$ cat src/rtl/count_seg_display.sv
// Iterative double-dabble BCD converter for a 9-bit count, time-multiplexed onto a 4-digit 7-segment display.
// Optional: define LEADING_ZERO_BLANK_EN to blank leading zero digits (ones digit is always shown).
module count_seg_display #(
  parameter int unsigned SCAN_DIV = 100_000
) (
  input  logic        clk,
  input  logic        rst,
  input  logic [8:0]  count,
  input  logic        led_in,
  output logic [7:0]  seg,
  output logic [3:0]  seg_en,
  output logic [11:0] bcd,
  output logic        upd,
  output logic        busy
);

  typedef enum logic [1:0] {IDLE, CONV, LATCH} state_t;

  localparam logic [16:0] PRESC_MAX = 17'(SCAN_DIV - 1);

  state_t      state, state_nx;
  logic [8:0]  count_q, conv_src;
  logic [20:0] sr, sr_adj;
  logic [3:0]  iter;
  logic [16:0] presc;
  logic [1:0]  dig;
  logic [3:0]  nib;
  logic        blank;
  logic [6:0]  enc;

  assign busy = (state != IDLE);

  // Add-3 correction on each BCD nibble before the shift
  always_comb begin
    sr_adj = sr;
    if (sr[20:17] >= 4'd5) sr_adj[20:17] = sr[20:17] + 4'd3;
    if (sr[16:13] >= 4'd5) sr_adj[16:13] = sr[16:13] + 4'd3;
    if (sr[12:9]  >= 4'd5) sr_adj[12:9]  = sr[12:9]  + 4'd3;
  end

  always_comb begin
    state_nx = state;
    case (state)
      IDLE:    if (count_q != conv_src) state_nx = CONV;
      CONV:    if (iter == 4'd8) state_nx = LATCH;
      LATCH:   state_nx = IDLE;
      default: state_nx = IDLE;
    endcase
  end

  always_ff @(posedge clk or posedge rst) begin
    if (rst) begin
      state    <= IDLE;
      count_q  <= '0;
      conv_src <= '0;
      sr       <= '0;
      iter     <= '0;
      bcd      <= '0;
      upd      <= 1'b0;
    end else begin
      state   <= state_nx;
      count_q <= count;
      upd     <= 1'b0;
      case (state)
        IDLE: begin
          if (count_q != conv_src) begin
            conv_src <= count_q;
            sr       <= {12'b0, count_q};
            iter     <= '0;
          end
        end
        CONV: begin
          sr   <= sr_adj << 1;
          iter <= iter + 4'd1;
        end
        LATCH: begin
          bcd <= sr[20:9];
          upd <= 1'b1;
        end
        default: ;
      endcase
    end
  end

  // Digit source is always the latched bcd, never the shift register
  always_comb begin
    case (dig)
      2'd0:    nib = bcd[3:0];
      2'd1:    nib = bcd[7:4];
      2'd2:    nib = bcd[11:8];
      default: nib = 4'd0;
    endcase
`ifdef LEADING_ZERO_BLANK_EN
    case (dig)
      2'd0:    blank = 1'b0;
      2'd1:    blank = (bcd[11:4] == 8'd0);
      2'd2:    blank = (bcd[11:8] == 4'd0);
      default: blank = 1'b1;
    endcase
`else
    blank = 1'b0;
`endif
    case (nib)
      4'd0:    enc = 7'h3F;
      4'd1:    enc = 7'h06;
      4'd2:    enc = 7'h5B;
      4'd3:    enc = 7'h4F;
      4'd4:    enc = 7'h66;
      4'd5:    enc = 7'h6D;
      4'd6:    enc = 7'h7D;
      4'd7:    enc = 7'h07;
      4'd8:    enc = 7'h7F;
      4'd9:    enc = 7'h6F;
      default: enc = 7'h00;
    endcase
  end

  always_ff @(posedge clk or posedge rst) begin
    if (rst) begin
      presc  <= '0;
      dig    <= '0;
      seg    <= '0;
      seg_en <= '0;
    end else begin
      if (presc == PRESC_MAX) begin
        presc <= '0;
        dig   <= dig + 2'd1;
      end else begin
        presc <= presc + 17'd1;
      end
      seg_en <= 4'b0001 << dig;
      seg    <= {(dig == 2'd0) ? led_in : 1'b0, blank ? 7'h00 : enc};
    end
  end

endmodule

$ cat config.mk
export PLATFORM = sky130hd
export DESIGN_NAME = count_seg_display
export DESIGN_NICKNAME = d
export VERILOG_FILES = /design/src/rtl/count_seg_display.sv
export SDC_FILE = /design/constraint.sdc
export NUM_CORES = 1
export LEC_CHECK = 0
export CAP_MARGIN = 10
export CORE_ASPECT_RATIO = 1.5
export CORE_MARGIN = 1.5
export CORE_UTILIZATION = 54
export CTS_BUF_LIST = sky130_fd_sc_hd__clkbuf_4
export CTS_CLUSTER_SIZE = 10
export DETAILED_ROUTE_END_ITERATION = 10
export PLACE_DENSITY = 0.81
export RECOVER_POWER = 50
export SLEW_MARGIN = 10
export SYNTH_ARGS = -nofsm -noshare
export SYNTH_HDL_FRONTEND = slang
export SYNTH_SLANG_ARGS = --single-unit
$ cat constraint.sdc
create_clock -name clk -period 3 [get_ports clk]
set_input_delay 0.75 -clock clk [delete_from_list [all_inputs] [get_ports clk]]
set_output_delay 0.75 -clock clk [all_outputs]
set_load 0.05 [all_outputs]
**Yosys cells after proc, flatten, opt, wreduce, memory -nomap -nowiden**

Memories as Yosys holds them, arrays and structs flattened. A register that Yosys moved wholly into a read port is not among the register bits.
Index checks and enable logic that the tools add are counted.
W data, S select, Z words.

- Logic and storage cells: 52
- Bits in latches: 0
- Bits in read-only memories: 112
- Bits of input ports: 12
- Output and inout bits: 26
- Memories: 1
- RAM bits: 0
- Register bits: 89

- Divide/modulo/power cells: 0
- Equal/unequal tests: 9
- Reductions and logical operators: 7
- Multiplexer cells: 14
- Bitwise gates (word level): 0
- Order comparisons: 3
- Multipliers: 0
- Shift-type cells: 1
- $add $sub $neg: 6

Memories:

| name | words | width | read ports | clocked after memory_dff | write ports | line | text |
|---|---|---|---|---|---|---|---|
| (name not given) | 16 | 7 | 1 | 1 | 0 | 103 | `case (nib)` |

Operator list:

| cell | number |
|---|---|
| $pmux W21 S2 | 1 |
| $mux W21 | 1 |
| $add A17 B1 Y17 const B | 1 |
| $eq A17 B17 Y1 const B | 1 |
| $mux W17 | 1 |
| $ge A4 B3 Y1 const B | 3 |
| $mux W4 | 3 |
| $pmux W4 S3 | 1 |
| $ne A9 B9 Y1 | 1 |
| $add A4 B2 Y4 const B | 2 |
| $pmux W4 S2 | 1 |
| $reduce_and A2 Y1 | 3 |
| $add A4 B1 Y4 const B | 1 |
| $eq A2 B1 Y1 const B | 2 |
| $eq A2 B2 Y1 const B | 2 |
| $eq A4 B4 Y1 const B | 1 |
| $logic_not A2 Y1 | 2 |
| $mux W2 | 2 |
| $ne A2 B2 Y1 const B | 2 |
| $pmux W2 S2 | 1 |
| $reduce_bool A2 Y1 | 2 |
| $shl A1 B2 Y4 const A | 1 |
| $add A3 B2 Y3 const B | 1 |
| $mux W3 | 1 |
| 2 further kinds | 3 |

**Depth between registers and ports, before layout**

- Word-level depth: 3
- Gate-level depth with buffers: 9
- Mapped depth without buffers: 9

**Worst setup path before layout**

No wires, ideal clock.

- Path kind: register -> register
- Start: reg dig[0]
- End: reg seg[4]
- Buffers on the path: 0
- Data arrival time: 2.127 ns
- Path slack: 0.746 ns
- Library setup time: 0.127 ns
- Clock period less this slack: 2.254 ns
- Cell stages (with the launch flop): 10
- Required time: 2.873 ns
- Cells stage by stage: dfrtp_1 -> inv_1 -> ha_1 -> a222oi_1 -> or2_2 -> inv_1 -> ha_1 -> mux2i_1 -> a21oi_1 -> or2_2

- Word-level cells in the longest chain between the ends: 2
- Elaborated cells between the ends (all ways): 4
- Classes of those cells: eq/ne: 2; mux: 1; reduce/logical: 1

Ends and longest elaborated chain:

| item | line | text |
|---|---|---|
| start, declared | 26 | `logic [1:0] dig;` |
| start signal, assigned | 127 | `dig <= dig + 2'd1;` |
| $eq A2 B2 Y1, or another cell as far along | 87 | `case (dig)` |
| $pmux W4 S3 * | 87 |  |
| end, declared | 10 | `output logic [7:0] seg,` |

Every way passes the cells marked *; elsewhere a longest branch is shown, timed or not.
A chain may end at the register's enable or synchronous reset.

**Worst setup path after layout**

- Start: reg state[0]
- End: out busy

- Word-level cells in the longest chain between the ends: 1

Ends and longest elaborated chain:

| item | line | text |
|---|---|---|
| start, declared | 21 | `state_t state, state_nx;` |
| start signal, assigned | 61 | `state <= state_nx;` |
| $reduce_bool A2 Y1 | 31 | `assign busy = (state != IDLE);` |
| end, declared | 14 | `output logic busy` |

Every way passes these cells.

==> metrics.txt <==
synthesis warning total=0; #FFs+latches synth=89; routability cong.=0.8685; critical path required time=2.25 ns; fin nets=461; RSZ-0062 raised after global routing=no; final setup fails=0; cell area after synthesis=4070 µm²; Via density=5.486; Sink Count=89; CTS H-tree lvls=3; initial antenna violation count=0; CTS Hold Bufs=0; WP data arrival=2.12 ns; final cell count without fillers=535; Register-to-Register Path Depth=5; CP Capture Type=output pin; max-cap violation count=1; global-route wire length before repair=12.75 mm; asr flop ratio synth=1.000; f_max=348.9 MHz; Die Ht=109.3 µm; dpl cells=519; failing checks=capacitance limit, slew limit; Root Driver=clkbuf_4; fin crit share=0.9554; pwr dens=978.1 nW/µm²; post-layout min period=2.866 ns; worst skew pair latency=0.44 ns; clock network power share=0.126; fill count=582; Avg Cell Area, Syn=10.44 µm²; Slew Viols, Final=90; P_sw=1940 µW; Setup Buffers After CTS=0; HPWL after detailed placement=5.464 mm; layout cells sized above 1=0.08736; CTS Buffer Depth=2; drt drc=0; outcome=finished with violations; die area=8078 µm²; Clock transition at path regs=0.12 ns; Avg WL per Cell=14.20 µm; crit start category=flop; fin util=0.6404; syn_nets=421; Rows=38; Worst R2R Setup Slack=0.60 ns; Fin Clk Skew=0.009093 ns; sequential area share after synthesis=0.5472; final worst slack=0.1339 ns; Cells on Worst Hold Path=1; Combinational Power Share=0.468; Distinct cells, synth=37; pre-CTS setup slack=0.6326 ns; Final Hold Viols=0; worst-path fanout max=12; largest net degree at the start of global routing=90; Fin Setup TNS=0 ns; Num CTS Buffers=9; post-cts sizing count=0; PortBufs=37; Die X-Extent=73.89 µm; EDFF count, synth=0; n_diodes=0; final wirelength=7.596 mm; Switching Share=0.4258; VDD IR-drop max=0.0005171 V; initial drt markers=220; Slew headroom=-0.2718; via count=2935; leakage power=0.002118 µW; worst-margin pin slew=1.908 ns; vias in the first global route=2819; Hold Path Class=flop to flop; Post-Syn Instances=390; Routed Antenna Nets=0; Congestion Overflow GR=0; Int Pwr=2616 µW; drt pass-1 iters=4; CORE AREA=7274 µm²; ys flop type=dfrtp_1; Reg power frac=0.407; TritonCTS clock tree=done; GRT Overall Usage=0.2078; starting density of the core=0.5595; P&R area growth vs syn=14.45%; Crit Path Class=flop to output pin; Ports=38
critical path: stages (launching register included):
cell and delay, ns:
dfrtp_1 0.54, nor2_1 0.14, inv_1 0.17, clkdlybuf4s50_1 0.83
synthesized netlist by cell type (5+ instances only):
master	n	area share
a21oi_1	22	0.027
a211oi_1	12	0.022
o22ai_1	7	0.011
ha_1	19	0.058
o21ai_0	19	0.023
mux2i_1	5	0.012
nand3_1	10	0.012
dfrtp_1	89	0.55
inv_1	31	0.029
xnor2_1	20	0.043
mux2_2	12	0.033
clkbuf_1	11	0.010
nand2_1	44	0.041
xor2_1	8	0.017
nor2_1	35	0.032
nand4_1	7	0.011
placed cells by master, fill, tap and decap left out, types with 8 or more instances in the layout:
cell / netlist / routed
dfrtp_1: 89 / 89
clkbuf_4: 0 / 12
dlygate4sd3_1: 0 / 9
a211oi_1: 12 / 12
o21ai_0: 19 / 19
a21oi_1: 22 / 22
nand3_1: 10 / 10
clkdlybuf4s50_1: 0 / 28
ha_1: 19 / 19
inv_1: 31 / 30
xnor2_1: 20 / 20
xor2_1: 8 / 8
nor2_1: 35 / 35
mux2_2: 12 / 12
nand2_1: 44 / 44
cell type report:
type                       count  area [µm²]  share of cell area
tap                          100       125.1             0.02686
timing repair buffer          42       405.4             0.08703
multi-input combinational    257        1670              0.3586
clock inverter                 4       20.02            0.004298
clock buffer                  12       90.09             0.01934
sequential                    89        2227              0.4781
inverter                      31       120.1             0.02579
worst paths after layout:
kind,start,endpoint
worst max-delay path,state[0],busy
worst min-delay path,iter[2],state[1]
worst max register to register,presc[13],dig[1]
worst min register to register,iter[2],state[1]
max in group asynchronous,rst,count_q[6]
min in group asynchronous,rst,seg[0]
cell families after synthesis:
kind of cell | Yosys count | synth area share
XOR/XNOR | 28 | 0.06025
adder cells (fa/ha/maj) | 19 | 0.05841
AND/OR/NAND/NOR | 120 | 0.1353
multiplexers | 17 | 0.04550
AO/OA/AOI/OAI | 73 | 0.1110
flip-flops | 89 | 0.5472
buffers and inverters | 44 | 0.04242
flip-flops by register name, summed over array words and instances (netlist names), 4 cells and up:
signal / count
bcd: 12
conv_src: 9
count_q: 9
iter: 4
presc: 17
seg: 8
seg_en: 4
sr: 21
stage by stage:
step	hold slack (ns)	power (µW)	cell area, µm²
after floorplan	0.4507	3406	4074
after global placement	0.4724	3919	4563
after detailed placement	0.4883	4027	4563
after CTS	0.5049	4588	4673
after global routing	0.5276	4886	4658
final	0.5004	4556	4658
power groups by stage:
stage	registers [µW]	logic [µW]	clock network, µW
CTS	1850	2150	584
floorplan	2190	1220	0
detailed placement	1880	2150	0
global placement	1860	2060	0
global route	1900	2350	631
finish	1850	2130	572
per-layer routing:
layer	wire, µm	GRT usage	up-vias
li1	-	-	1407
met1	3101	0.2422	1442
met2	4113	0.3597	71
met3	229	0.04216	15
met4	150	0.1005	0
met5	0	0	-
No activity file was read; power rests on OpenSTA's default activity.
